===== src/rtl/dlk_pkg.sv =====
// Shared constants, FSM state type and parity helper for the downlink serializer.
package dlk_pkg;
   localparam int WORD_W  = 16;
   localparam int SYNC_W  = 8;
   localparam int FRAME_W = SYNC_W + 2 * (WORD_W + 1);
   localparam int CNT_W   = 6;

   localparam logic [SYNC_W-1:0] SYNC_CODE = 8'hE4;

   // Bit counts at which each frame section ends
   localparam logic [CNT_W-1:0] CNT_SYNC_END  = CNT_W'(SYNC_W);
   localparam logic [CNT_W-1:0] CNT_W34_END   = CNT_W'(SYNC_W + WORD_W + 1);
   localparam logic [CNT_W-1:0] CNT_FRAME_END = CNT_W'(FRAME_W);

   typedef enum logic [1:0] {DLK_IDLE, DLK_SYNC, DLK_W34, DLK_W35} dlk_state_e;

   // Parity bit that makes the word plus parity carry an odd count of ones
   function automatic logic odd_par(input logic [WORD_W-1:0] w);
      return ~^w;
   endfunction
endpackage


===== src/rtl/dlk_shiftreg.sv =====
// 42-bit frame shift register, MSB first, with a count of bits shifted out.
module dlk_shiftreg
   import dlk_pkg::*;
(
   input  logic               clk_i,
   input  logic               rst_n_i,
   input  logic               load_i,
   input  logic               shift_i,
   input  logic [FRAME_W-1:0] par_i,
   output logic               ser_o,
   output logic [CNT_W-1:0]   cnt_o
);

   logic [FRAME_W-1:0] sr_q;
   logic [CNT_W-1:0]   cnt_q;

   // Zeros shift in, so the register is empty once the last bit has gone
   always_ff @(posedge clk_i or negedge rst_n_i) begin
      if (!rst_n_i) begin
         sr_q  <= '0;
         cnt_q <= '0;
      end else if (load_i) begin
         sr_q  <= par_i;
         cnt_q <= '0;
      end else if (shift_i) begin
         sr_q  <= {sr_q[FRAME_W-2:0], 1'b0};
         cnt_q <= cnt_q + CNT_W'(1);
      end
   end

   assign ser_o = sr_q[FRAME_W-1];
   assign cnt_o = cnt_q;

endmodule


===== src/rtl/downlink_serializer.sv =====
// Channel 34/35 registers and the framing FSM that serializes them with sync and odd parity.
module downlink_serializer
   import dlk_pkg::*;
(
   input  logic              SIM_CLK,
   input  logic              SIM_RST_n,
   input  logic [WORD_W-1:0] WL,
   input  logic              WCH34_n,
   input  logic              WCH35_n,
   input  logic              CCH34,
   input  logic              CCH35,
   input  logic              DLK_START,
   input  logic              DLK_BITSTB,
   output logic [WORD_W-1:0] CH34_Q,
   output logic [WORD_W-1:0] CH35_Q,
   output logic              DLKDATA,
   output logic              DLKGATE,
   output logic              DOWNRUPT,
   output logic              DLK_OVRN
);

   logic [WORD_W-1:0] ch34_q, ch34_d, ch35_q, ch35_d;
   dlk_state_e        state_q;
   logic              gate_q, rupt_q, ovrn_q;
   logic              busy, load, shift;
   logic [CNT_W-1:0]  cnt, cnt_nxt;
   logic [FRAME_W-1:0] frame;

   // A write beats a clear in the same cycle
   always_comb begin
      ch34_d = ch34_q;
      if (!WCH34_n)   ch34_d = WL;
      else if (CCH34) ch34_d = '0;
      ch35_d = ch35_q;
      if (!WCH35_n)   ch35_d = WL;
      else if (CCH35) ch35_d = '0;
   end

   always_ff @(posedge SIM_CLK or negedge SIM_RST_n) begin
      if (!SIM_RST_n) begin
         ch34_q <= '0;
         ch35_q <= '0;
      end else begin
         ch34_q <= ch34_d;
         ch35_q <= ch35_d;
      end
   end

   assign busy    = (state_q != DLK_IDLE);
   assign load    = !busy && DLK_START;
   assign shift   = busy && DLK_BITSTB;
   assign cnt_nxt = cnt + CNT_W'(1);
   assign frame   = {SYNC_CODE, ch34_q, odd_par(ch34_q), ch35_q, odd_par(ch35_q)};

   dlk_shiftreg u_sr (
      .clk_i   (SIM_CLK),
      .rst_n_i (SIM_RST_n),
      .load_i  (load),
      .shift_i (shift),
      .par_i   (frame),
      .ser_o   (DLKDATA),
      .cnt_o   (cnt)
   );

   always_ff @(posedge SIM_CLK or negedge SIM_RST_n) begin
      if (!SIM_RST_n) begin
         state_q <= DLK_IDLE;
         gate_q  <= 1'b0;
         rupt_q  <= 1'b0;
         ovrn_q  <= 1'b0;
      end else begin
         rupt_q <= 1'b0;
         case (state_q)
            DLK_IDLE: if (DLK_START) begin
               state_q <= DLK_SYNC;
               gate_q  <= 1'b1;
            end
            DLK_SYNC: if (DLK_BITSTB && cnt_nxt == CNT_SYNC_END) state_q <= DLK_W34;
            DLK_W34:  if (DLK_BITSTB && cnt_nxt == CNT_W34_END)  state_q <= DLK_W35;
            DLK_W35:  if (DLK_BITSTB && cnt_nxt == CNT_FRAME_END) begin
               state_q <= DLK_IDLE;
               gate_q  <= 1'b0;
               rupt_q  <= 1'b1;
            end
            default:  state_q <= DLK_IDLE;
         endcase
         // A start that cannot be taken is recorded; it outranks the clear
         if (busy && DLK_START) ovrn_q <= 1'b1;
         else if (CCH34)        ovrn_q <= 1'b0;
      end
   end

   assign CH34_Q   = ch34_q;
   assign CH35_Q   = ch35_q;
   assign DLKGATE  = gate_q;
   assign DOWNRUPT = rupt_q;
   assign DLK_OVRN = ovrn_q;

endmodule


===== config.mk =====
export PLATFORM = sky130hd
export DESIGN_NAME = downlink_serializer
export DESIGN_NICKNAME = d
export VERILOG_FILES = /design/src/rtl/dlk_pkg.sv /design/src/rtl/dlk_shiftreg.sv /design/src/rtl/downlink_serializer.sv
export SDC_FILE = /design/constraint.sdc
export NUM_CORES = 1
export LEC_CHECK = 0
export BUFFER_PORTS_ARGS = -buffer_cell sky130_fd_sc_hd__buf_2
export CAP_MARGIN = 15
export CORE_MARGIN = 4
export CORE_UTILIZATION = 57
export CTS_BUF_LIST = sky130_fd_sc_hd__clkbuf_8 sky130_fd_sc_hd__clkbuf_16
export CTS_CLUSTER_DIAMETER = 30
export DETAILED_ROUTE_END_ITERATION = 12
export PLACE_DENSITY = 0.9
export SETUP_SLACK_MARGIN = 0.4
export SLEW_MARGIN = 40
export SYNTH_ARGS = -nofsm -noshare
export SYNTH_HDL_FRONTEND = slang
export SYNTH_SLANG_ARGS = --single-unit

===== constraint.sdc =====
create_clock -name SIM_CLK -period 2.8 [get_ports SIM_CLK]
set_input_delay 0.42 -clock SIM_CLK [delete_from_list [all_inputs] [get_ports SIM_CLK]]
set_output_delay 0.42 -clock SIM_CLK [all_outputs]
set_load 0.02 [all_outputs]

==> results of run 1 <==
## per-layer routing
metal / routed length [um] / vias to the layer above / track usage (%)
met5: 0 / - / 0
met4: 293 / 0 / 10.40
met3: 697 / 27 / 5.660
met2: 4725 / 146 / 39.78
met1: 3866 / 1670 / 30.18
li1: - / 1562 / -
## cell families after synthesis
logic type	count (synthesis)	synth area share, %
adder cells (fa/ha/maj)	8	2.495
AO/OA/AOI/OAI	92	15.03
flip-flops	85	53.03
buffers and inverters	52	4.897
AND/OR/NAND/NOR	168	17.41
multiplexers	1	0.3742
XOR/XNOR	31	6.769
## synth_stat cells, types with 2 or more instances
master,number,share of area [%]
a21oi_1,2,0.25
a22o_1,7,1.5
a31oi_1,34,5.3
buf_1,2,0.19
clkbuf_1,25,2.3
dfrtp_1,85,53
ha_1,8,2.5
inv_1,24,2.2
nand2_1,113,11
nand3_1,7,0.87
nand4_1,2,0.31
nor2_1,37,3.5
o21ai_0,8,1.0
o22ai_1,32,5.0
xnor2_1,28,6.1
xor2_1,3,0.66
## final cells by class
type	count	share of cell area [%]
repair buffers	65	7.409
multi-input cells	300	36.75
inverters	24	1.947
clock buffers	9	2.677
well taps	96	2.596
clock inverters	7	2.650
flip-flops and latches	85	45.97
## repair_timing
action / in CTS / in global routing
endpoints found under the setup margin: 0 / 1
hold endpoints to repair: 0 / 0
resized for setup: 0 / 1
## flip-flops by register name (all words and copies together), names as in the netlist
signal,cells
CH34_Q,16
CH35_Q,16
DLKGATE,1
DLK_OVRN,1
DOWNRUPT,1
state_q,2
u_sr.cnt_o,6
u_sr.sr_q,42
## worst register-to-register path, stage by stage (launching register included)
cell and delay (ps):
dfrtp_1 500, ha_1 320, and4bb_2 330, nor2_1 70, o31ai_1 450, nand3b_4 130
mux2_4 310
## stage by stage
stage               instances  hold slack [ps]  setup slack [ps]
finish                    586            58.15             570.0
global route              586            85.39             421.3
CTS                       586            68.04             519.4
detailed placement        570            452.5             537.2
global placement          570            457.2             652.3
floorplan                 437            124.4             791.7
## placed cells by master (no fill, tap or decap), types with 2 or more instances in the layout
cell        netlist  layout
a21oi_1           2       2
a22o_1            7       7
a31oi_1          34      34
buf_2             1      58
buf_4             0       7
bufinv_16         0       3
clkbuf_8          0       9
clkinvlp_4        0       2
dfrtp_1          85      85
ha_1              8       8
inv_1            24      24
nand2_1         113     112
nand2_2           1       2
nand3_1           7       7
nand4_1           2       2
nor2_1           37      37
o21ai_0           8       8
o22ai_1          32      32
xnor2_1          28      27
xor2_1            3       3
## worst max-delay path by stage
stage	end	start	slack, ps
4_1_cts	state_q[1]	u_sr.cnt_o[0]	520
3_3_place_gp	state_q[1]	u_sr.cnt_o[0]	650
3_5_place_dp	state_q[1]	u_sr.cnt_o[0]	540
5_1_grt	state_q[1]	u_sr.cnt_o[0]	420
6_report	state_q[1]	u_sr.cnt_o[0]	570
2_1_floorplan	state_q[1]	u_sr.cnt_o[1]	790
## report_power, final
group / switching (mW) / internal, mW
clock: 0.458 / 0.597
sequential: 0.284 / 1.61
combinational: 0.844 / 0.600
==> run metrics, run 1 <==
syn_area_per_cell=9.179 um^2; flip-flop and latch area=2127 um^2; Num CTS Buffers=9; WP buf/inv=0; Max Cap Violations=0; CP Capture Type=register; first-pass GRT wire length=16.13 mm; required time of the critical path=3040 ps; Main synth FF type=dfrtp_1; I/O pins=60; RSZ-0062 raised after global routing=no; final max-slew violation count=0; HPWL after detailed placement=6.362 mm; Stages on worst setup path=6; final setup fails=0; crit path cell chain=ha_1 -> and4bb_2 -> nor2_1 -> o31ai_1 -> nand3b_4 -> mux2_4; Slowest-stage cell, CP=dfrtp_1; Leakage=2.225 nW; H-Tree Depth=3; TritonCTS clock tree=yes; Synth Cell Area=4011 um^2; PortBufs=59; overall routed net length=9.582 mm; nets=517; area occupied by multi-input gates=1700 um^2; share of the yosys chip area belonging to registers=53.03%; Synth Register Bits=85; hold crit path type=in -> async; Design Power=4.397 mW; antenna cells=0; GPL Wtd Cong=0.7947; Placed Instance Area=4373 um^2; routed len/inst=16.35 um; clk_lat worst skew=350 ps; total number of vias=3,405; Post-synth EDFFs=0; via/cell ratio=5.811; number of DRC markers in iteration 0=334; vias in the first global route=3,341; Fill cells=516; Yosys cell types=36; final hold viol count=0; Die Y-Extent=91.89 um; FF-to-FF path depth=6; largest net degree at the start of global routing=47; Worst Max-Slew Pin Slew=724.1 ps; Cells after Synth=437; post-CTS setup buffers=0; Max IR drop VDD=0.5871 mV; Worst R2R Start=u_sr.cnt_o[0]; status=finished clean; Tot GR Track Use=24.03%; clk sink count=85; antenna violations before repair=0; yosys warns=0; fin crit share=79.64%; Critical Path Fanout Max=11; Root Buffer=clkbuf_8; Crit Path Class=reg -> reg; row cnt=30; grt ovf=0; Max Buffers Root-to-Sink=2; Worst slew margin=51.56%; TritonRoute pass-1 iters=5; Worst Path Arrival=2470 ps; initial core utilization=58.72%; achievable frequency=448.4 MHz; Reg2Reg Setup Slack=570 ps; ys async rst share=100.0%; CP delay by family, top=simple AND/OR/NAND/NOR gates; cts-stage hold buffer count=0; PD cells=950.3 nW/um^2; DIE WIDTH=91.89 um; Mapped Nets=469; Setup TNS=0 ps; worst r2r dst=state_q[1]; Core Util, Final=67.73%; clk slew on worst S/H paths=90 ps; area grow syn2layout=15.35%; Antenna Nets Post-Route=0; post-route cell area=4627 um^2; startpoint types=register; DR DRC count=0; min Tclk post-route=2230 ps; Core ar.=6832 um^2; layout cells sized above 1=19.18%; CP peak stage delay=500 ps; die area=8444 um^2; Worst Skew=7.043 ps
No activity file was read; power rests on OpenSTA's default activity.
==> run 2, diff against run 1 <==
--- a/config.mk
+++ b/config.mk
@@ -8,11 +8,11 @@
 export BUFFER_PORTS_ARGS = -buffer_cell sky130_fd_sc_hd__buf_2
 export CAP_MARGIN = 15
 export CORE_MARGIN = 4
-export CORE_UTILIZATION = 57
+export CORE_UTILIZATION = 51
 export CTS_BUF_LIST = sky130_fd_sc_hd__clkbuf_8 sky130_fd_sc_hd__clkbuf_16
 export CTS_CLUSTER_DIAMETER = 30
 export DETAILED_ROUTE_END_ITERATION = 12
-export PLACE_DENSITY = 0.9
+export PLACE_DENSITY = 0.85
 export SETUP_SLACK_MARGIN = 0.4
 export SLEW_MARGIN = 40
 export SYNTH_ARGS = -nofsm -noshare
==> constraint.sdc (replaced) <==
create_clock -name SIM_CLK -period 2 [get_ports SIM_CLK]
set_input_delay 0.3 -clock SIM_CLK [delete_from_list [all_inputs] [get_ports SIM_CLK]]
set_output_delay 0.3 -clock SIM_CLK [all_outputs]
set_load 0.02 [all_outputs]
==> run 2 against run 1 <==
Compared with the run above: wire length increased by 0.37%; largest cell class unchanged; clock skew barely moved; critical path depth rose by 2.
==> run metrics, run 2 (synthesized netlist as in run 1, its figures left out) <==
Slowest-stage cell, CP=dfrtp_1; DR DRC count=0; Hold EP=CH34_Q[13]; Worst Skew=7.193 ps; Design Power=6.485 mW; Reg2Reg Setup Slack=70 ps; FF-to-FF path depth=8; fin crit share=96.53%; CP delay by family, top=compound AO/OA/AOI/OAI gates; most frequent CP cell=buf_6; number of DRC markers in iteration 0=299; required time of the critical path=2240 ps; WP buf/inv=2; Max Cap Violations=0; Worst Path Arrival=2170 ps; min Tclk post-route=1931 ps; RSZ-0062 raised after global routing=yes; clk slew on worst S/H paths=90 ps; PD cells=1318 nW/um^2; max reg flops=42; clk_lat worst skew=350 ps; die area=9348 um^2; crit path cell chain=buf_6 -> buf_6 -> a21bo_4 -> a21oi_4 -> nor2_4 -> o31ai_4 -> nand3b_4 -> mux2_4; grt ovf=0; TritonCTS clock tree=yes; Max IR drop VDD=0.5416 mV; status=finished clean; final hold viol count=0; Root Buffer=clkbuf_8; Worst slew margin=59.59%; overall routed net length=9.617 mm; GPL Wtd Cong=0.7975; most common cell after layout, fill and taps aside=nand2_1; startpoint types=register; CP peak stage delay=420 ps; via/cell ratio=5.487; Antenna Nets Post-Route=0; Placed Instance Area=4473 um^2; largest net degree at the start of global routing=72; TritonRoute pass-1 iters=6; most frequent cells in the layout=nand2_1 (111), dfrtp_1 (83), buf_2 (58); clk sink count=85; Num CTS Buffers=9; initial core utilization=52.18%; Max Buffers Root-to-Sink=2; H-Tree Depth=3; final max-slew violation count=0; vias in the first global route=3,179; layout cells sized above 1=23.91%; Worst Hold Depth=3; final setup fails=0; CP Capture Type=register; Die Y-Extent=96.69 um; Hold Path Origin=WL[13]; routed len/inst=15.82 um; total number of vias=3,336; Worst R2R Start=u_sr.cnt_o[0]; DIE WIDTH=96.69 um; row cnt=32; Largest Register=u_sr.sr_q; Tot GR Track Use=20.61%; worst r2r dst=state_q[1]; achievable frequency=518.0 MHz; first-pass GRT wire length=15.70 mm; HPWL after detailed placement=6.025 mm; area grow syn2layout=22.71%; I/O pins=60; Crit Path Class=reg -> reg; post-route cell area=4922 um^2; Core ar.=7687 um^2; PortBufs=59; Leakage=2.337 nW; Critical Path Fanout Max=4; hold crit path type=in -> reg; Setup TNS=0 ps; Worst Max-Slew Pin Slew=606.1 ps; antenna violations before repair=0; nets=533; antenna cells=0
[run 2: changes by cell type in the layout (fill, tap and decap cells not counted), sizes merged]
cell / previous run / this run
buf: 65 / 79
bufinv: 3 / 2
clkbuf: 9 / 10
dlygate4sd3: 0 / 1
inv: 25 / 26
[run 2: how the worst max path moves through the flow]
stage / endpoint / slack (ps) / cells past startpoint / startpoint
after floorplan: state_q[1] / 190 / 6 / u_sr.cnt_o[1]
after global placement: state_q[1] / 130 / 7 / u_sr.cnt_o[1]
after detailed placement: state_q[1] / 10 / 6 / u_sr.cnt_o[1]
after CTS: state_q[1] / 80 / 8 / u_sr.cnt_o[0]
after global routing: state_q[1] / 8 / 8 / u_sr.cnt_o[0]
final: state_q[1] / 70 / 8 / u_sr.cnt_o[0]
[run 2: timing repair]
| item | 4_1_cts | 5_1_grt |
|---|---|---|
| setup buffers | 8 | 2 |
| endpoints found under the setup margin | 31 | 35 |
| pin swaps | 9 | 1 |
| hold buffers | 1 | 0 |
| resized for setup | 12 | 9 |
| cloned | 1 | 1 |
| endpoints found under the hold margin | 45 | 0 |
[run 2: final cells by class]
class,count,area [um^2]
clock buffer,9,123.9
clock inverter,7,97.59
fill,612,2765
inverter,24,90.09
multi-input combinational,300,1789
sequential,85,2130
tap,102,127.6
timing repair buffer,81,564.3
[run 2: report_power, final]
part	switching [mW]	internal, mW
logic	1.35	1.18
registers	0.350	2.26
clock network	0.635	0.710
[run 2: worst reg2reg max path, cell delays in order, from the launching register on]
cell	delay, ps
dfrtp_1	420
buf_6	140
buf_6	110
a21bo_4	210
a21oi_4	180
nor2_4	60
o31ai_4	300
nand3b_4	110
mux2_4	300
[run 2: per-stage QoR]
| step | instances | util (%) | setup slack, ps | hold slack, ps |
|---|---|---|---|---|
| 6_report | 608 | 64.03 | 69.39 | 213.3 |
| 3_3_place_gp | 579 | 58.19 | 129.7 | 352.2 |
| 3_5_place_dp | 579 | 58.19 | 14.16 | 359.9 |
| 2_1_floorplan | 437 | - | 190.7 | 4.409 |
| 4_1_cts | 605 | 63.30 | 83.86 | 210.8 |
| 5_1_grt | 608 | 64.03 | 8.166 | 228.1 |
[run 2: routing by layer]
metal	up-vias	part of all wire [%]	track usage, %
li1	1593	-	-
met1	1609	43	28.04
met2	122	50	33.81
met3	12	6.1	3.893
met4	0	1.4	6.048
met5	-	0	0
==> run 3, diff against run 2 <==
--- a/config.mk
+++ b/config.mk
@@ -8,11 +8,11 @@
 export BUFFER_PORTS_ARGS = -buffer_cell sky130_fd_sc_hd__buf_2
 export CAP_MARGIN = 15
 export CORE_MARGIN = 4
-export CORE_UTILIZATION = 51
+export CORE_UTILIZATION = 57
 export CTS_BUF_LIST = sky130_fd_sc_hd__clkbuf_8 sky130_fd_sc_hd__clkbuf_16
 export CTS_CLUSTER_DIAMETER = 30
 export DETAILED_ROUTE_END_ITERATION = 12
-export PLACE_DENSITY = 0.85
+export PLACE_DENSITY = 0.9
 export SETUP_SLACK_MARGIN = 0.4
 export SLEW_MARGIN = 40
 export SYNTH_ARGS = -nofsm -noshare
==> constraint.sdc (replaced) <==
create_clock -name SIM_CLK -period 1.8 [get_ports SIM_CLK]
set_input_delay 0.27 -clock SIM_CLK [delete_from_list [all_inputs] [get_ports SIM_CLK]]
set_output_delay 0.27 -clock SIM_CLK [all_outputs]
set_load 0.02 [all_outputs]
==> run 3 against run 2 <==
Compared with the run above: the run now ends with setup timing left; clock skew increased by 2.9 ps; critical endpoint is now u_sr.sr_q[17]; design area up 27%; non-clock buffer count up 46.
==> run metrics, run 3 (synthesized netlist as in run 1, its figures left out) <==
status=complete, but fails checks; failing checks=setup timing; placed cells=586; Largest Register=u_sr.sr_q; layout cells sized above 1=45.85%; Worst Path Arrival=2270 ps; first-pass GRT wire length=21.33 mm; Slowest-stage cell, CP=dfrtp_1; Antenna Nets Post-Route=0; Crit Path Class=reg -> reg; final max-slew violation count=0; I/O pins=60; min Tclk post-route=2001 ps; Tot GR Track Use=32.66%; FF-to-FF path depth=6; Hold EP=CH35_Q[15]; CP Capture Type=register; Max Buffers Root-to-Sink=2; Worst Skew=10.04 ps; nets=581; required time of the critical path=2070 ps; RSZ-0062 raised after global routing=yes; clk_lat worst skew=360 ps; Worst Hold Depth=3; PortBufs=59; clk sink count=85; Die Y-Extent=91.89 um; HPWL after detailed placement=7.005 mm; Hold Path Origin=WL[15]; Leakage=2.974 nW; die area=8444 um^2; DIE WIDTH=91.89 um; Reg2Reg Setup Slack=-200 ps; final hold viol count=0; initial core utilization=58.72%; max reg flops=42; antenna violations before repair=0; Worst R2R Start=CH34_Q[6]; Max Cap Violations=0; H-Tree Depth=3; most frequent cells in the layout=dfrtp_1 (79), nand2_1 (66), buf_2 (58); routed len/inst=27.80 um; Worst slew margin=61.74%; via/cell ratio=6.871; area grow syn2layout=55.86%; vias in the first global route=4,058; antenna cells=0; PD cells=1600 nW/um^2; worst r2r dst=u_sr.sr_q[17]; Critical Path Fanout Max=4; total number of vias=4,466; CP delay by family, top=XOR/XNOR gates; hold crit path type=in -> reg; largest net degree at the start of global routing=39; final setup fails=4; overall routed net length=18.07 mm; Core Util, Final=91.52%; achievable frequency=499.8 MHz; PnR worst setup slack=-200.9 ps; Design Power=10.00 mW; Core ar.=6832 um^2; grt ovf=0; Max IR drop VDD=0.7844 mV; WP buf/inv=0; CP peak stage delay=480 ps; fin crit share=111.2%; Root Buffer=clkbuf_8; TritonCTS clock tree=yes; number of DRC markers in iteration 0=692; row cnt=30; Num CTS Buffers=9; Worst Max-Slew Pin Slew=573.8 ps; most common cell after layout, fill and taps aside=dfrtp_1; most frequent CP cell=xnor2_1; Setup TNS=-529.4 ps; GPL Wtd Cong=0.8225; DR DRC count=0; clk slew on worst S/H paths=90 ps; TritonRoute pass-1 iters=6; crit path cell chain=xor2_1 -> xnor2_1 -> xnor2_1 -> xnor2_1 -> nor2_4 -> a31oi_1; startpoint types=register; Post-Layout Cell Count=650
run 3: per-stage QoR:
step	cell area (um^2)	hold WS [ps]	worst slack, ps
3_5_place_dp	4566	255.1	-93.35
2_1_floorplan	4060	-25.59	-9.302
5_1_grt	6252	206.1	-236.0
4_1_cts	5624	195.1	-65.69
6_report	6252	209.0	-200.9
3_3_place_gp	4566	253.7	-17.63
run 3: worst reg2reg max path, delay by kind of cell (launching register included):
family	cells	cell delay (ps)
xor+xnor	4	1160
flops	1	480
compound gates	1	170
simple gates	1	100
run 3: per-layer routing:
metal  global-route usage [%]  up-vias  part of all wire (%)
met2                    54.20      492                    46
met1                    40.01     2103                    33
met3                    6.317      173                    12
li1                         -     1698                     -
met5                        0        -                     0
met4                    18.19        0                   9.5
run 3: cell type report:
cell class / instances / area [um^2]
Multi-Input combinational cell: 302 / 2396
Sequential cell: 85 / 2135
Timing Repair Buffer: 127 / 1311
Fill cell: 220 / 579.3
Clock buffer: 10 / 137.6
Tap cell: 96 / 120.1
Inverter: 24 / 97.59
Clock inverter: 6 / 55.05
run 3: report_power, final:
group	switching, mW	internal, mW
sequential	0.740	2.52
clock	0.731	0.666
combinational	2.74	2.60
run 3: how the worst max path moves through the flow:
stage / from / to / depth (start not counted)
6_report: CH34_Q[6] / u_sr.sr_q[17] / 6
5_1_grt: u_sr.cnt_o[3] / state_q[1] / 6
4_1_cts: u_sr.cnt_o[1] / state_q[1] / 7
3_5_place_dp: u_sr.cnt_o[1] / state_q[1] / 6
3_3_place_gp: u_sr.cnt_o[1] / state_q[1] / 6
2_1_floorplan: u_sr.cnt_o[1] / state_q[1] / 6
run 3: repair_timing:
| item | CTS | global route |
|---|---|---|
| hold buffers | 1 | 0 |
| setup endpoints to repair | 52 | 52 |
| hold endpoints to repair | 34 | 0 |
| cloned | 12 | 6 |
| resized for setup | 107 | 96 |
| setup buffers | 23 | 6 |
| pin swaps | 75 | 44 |
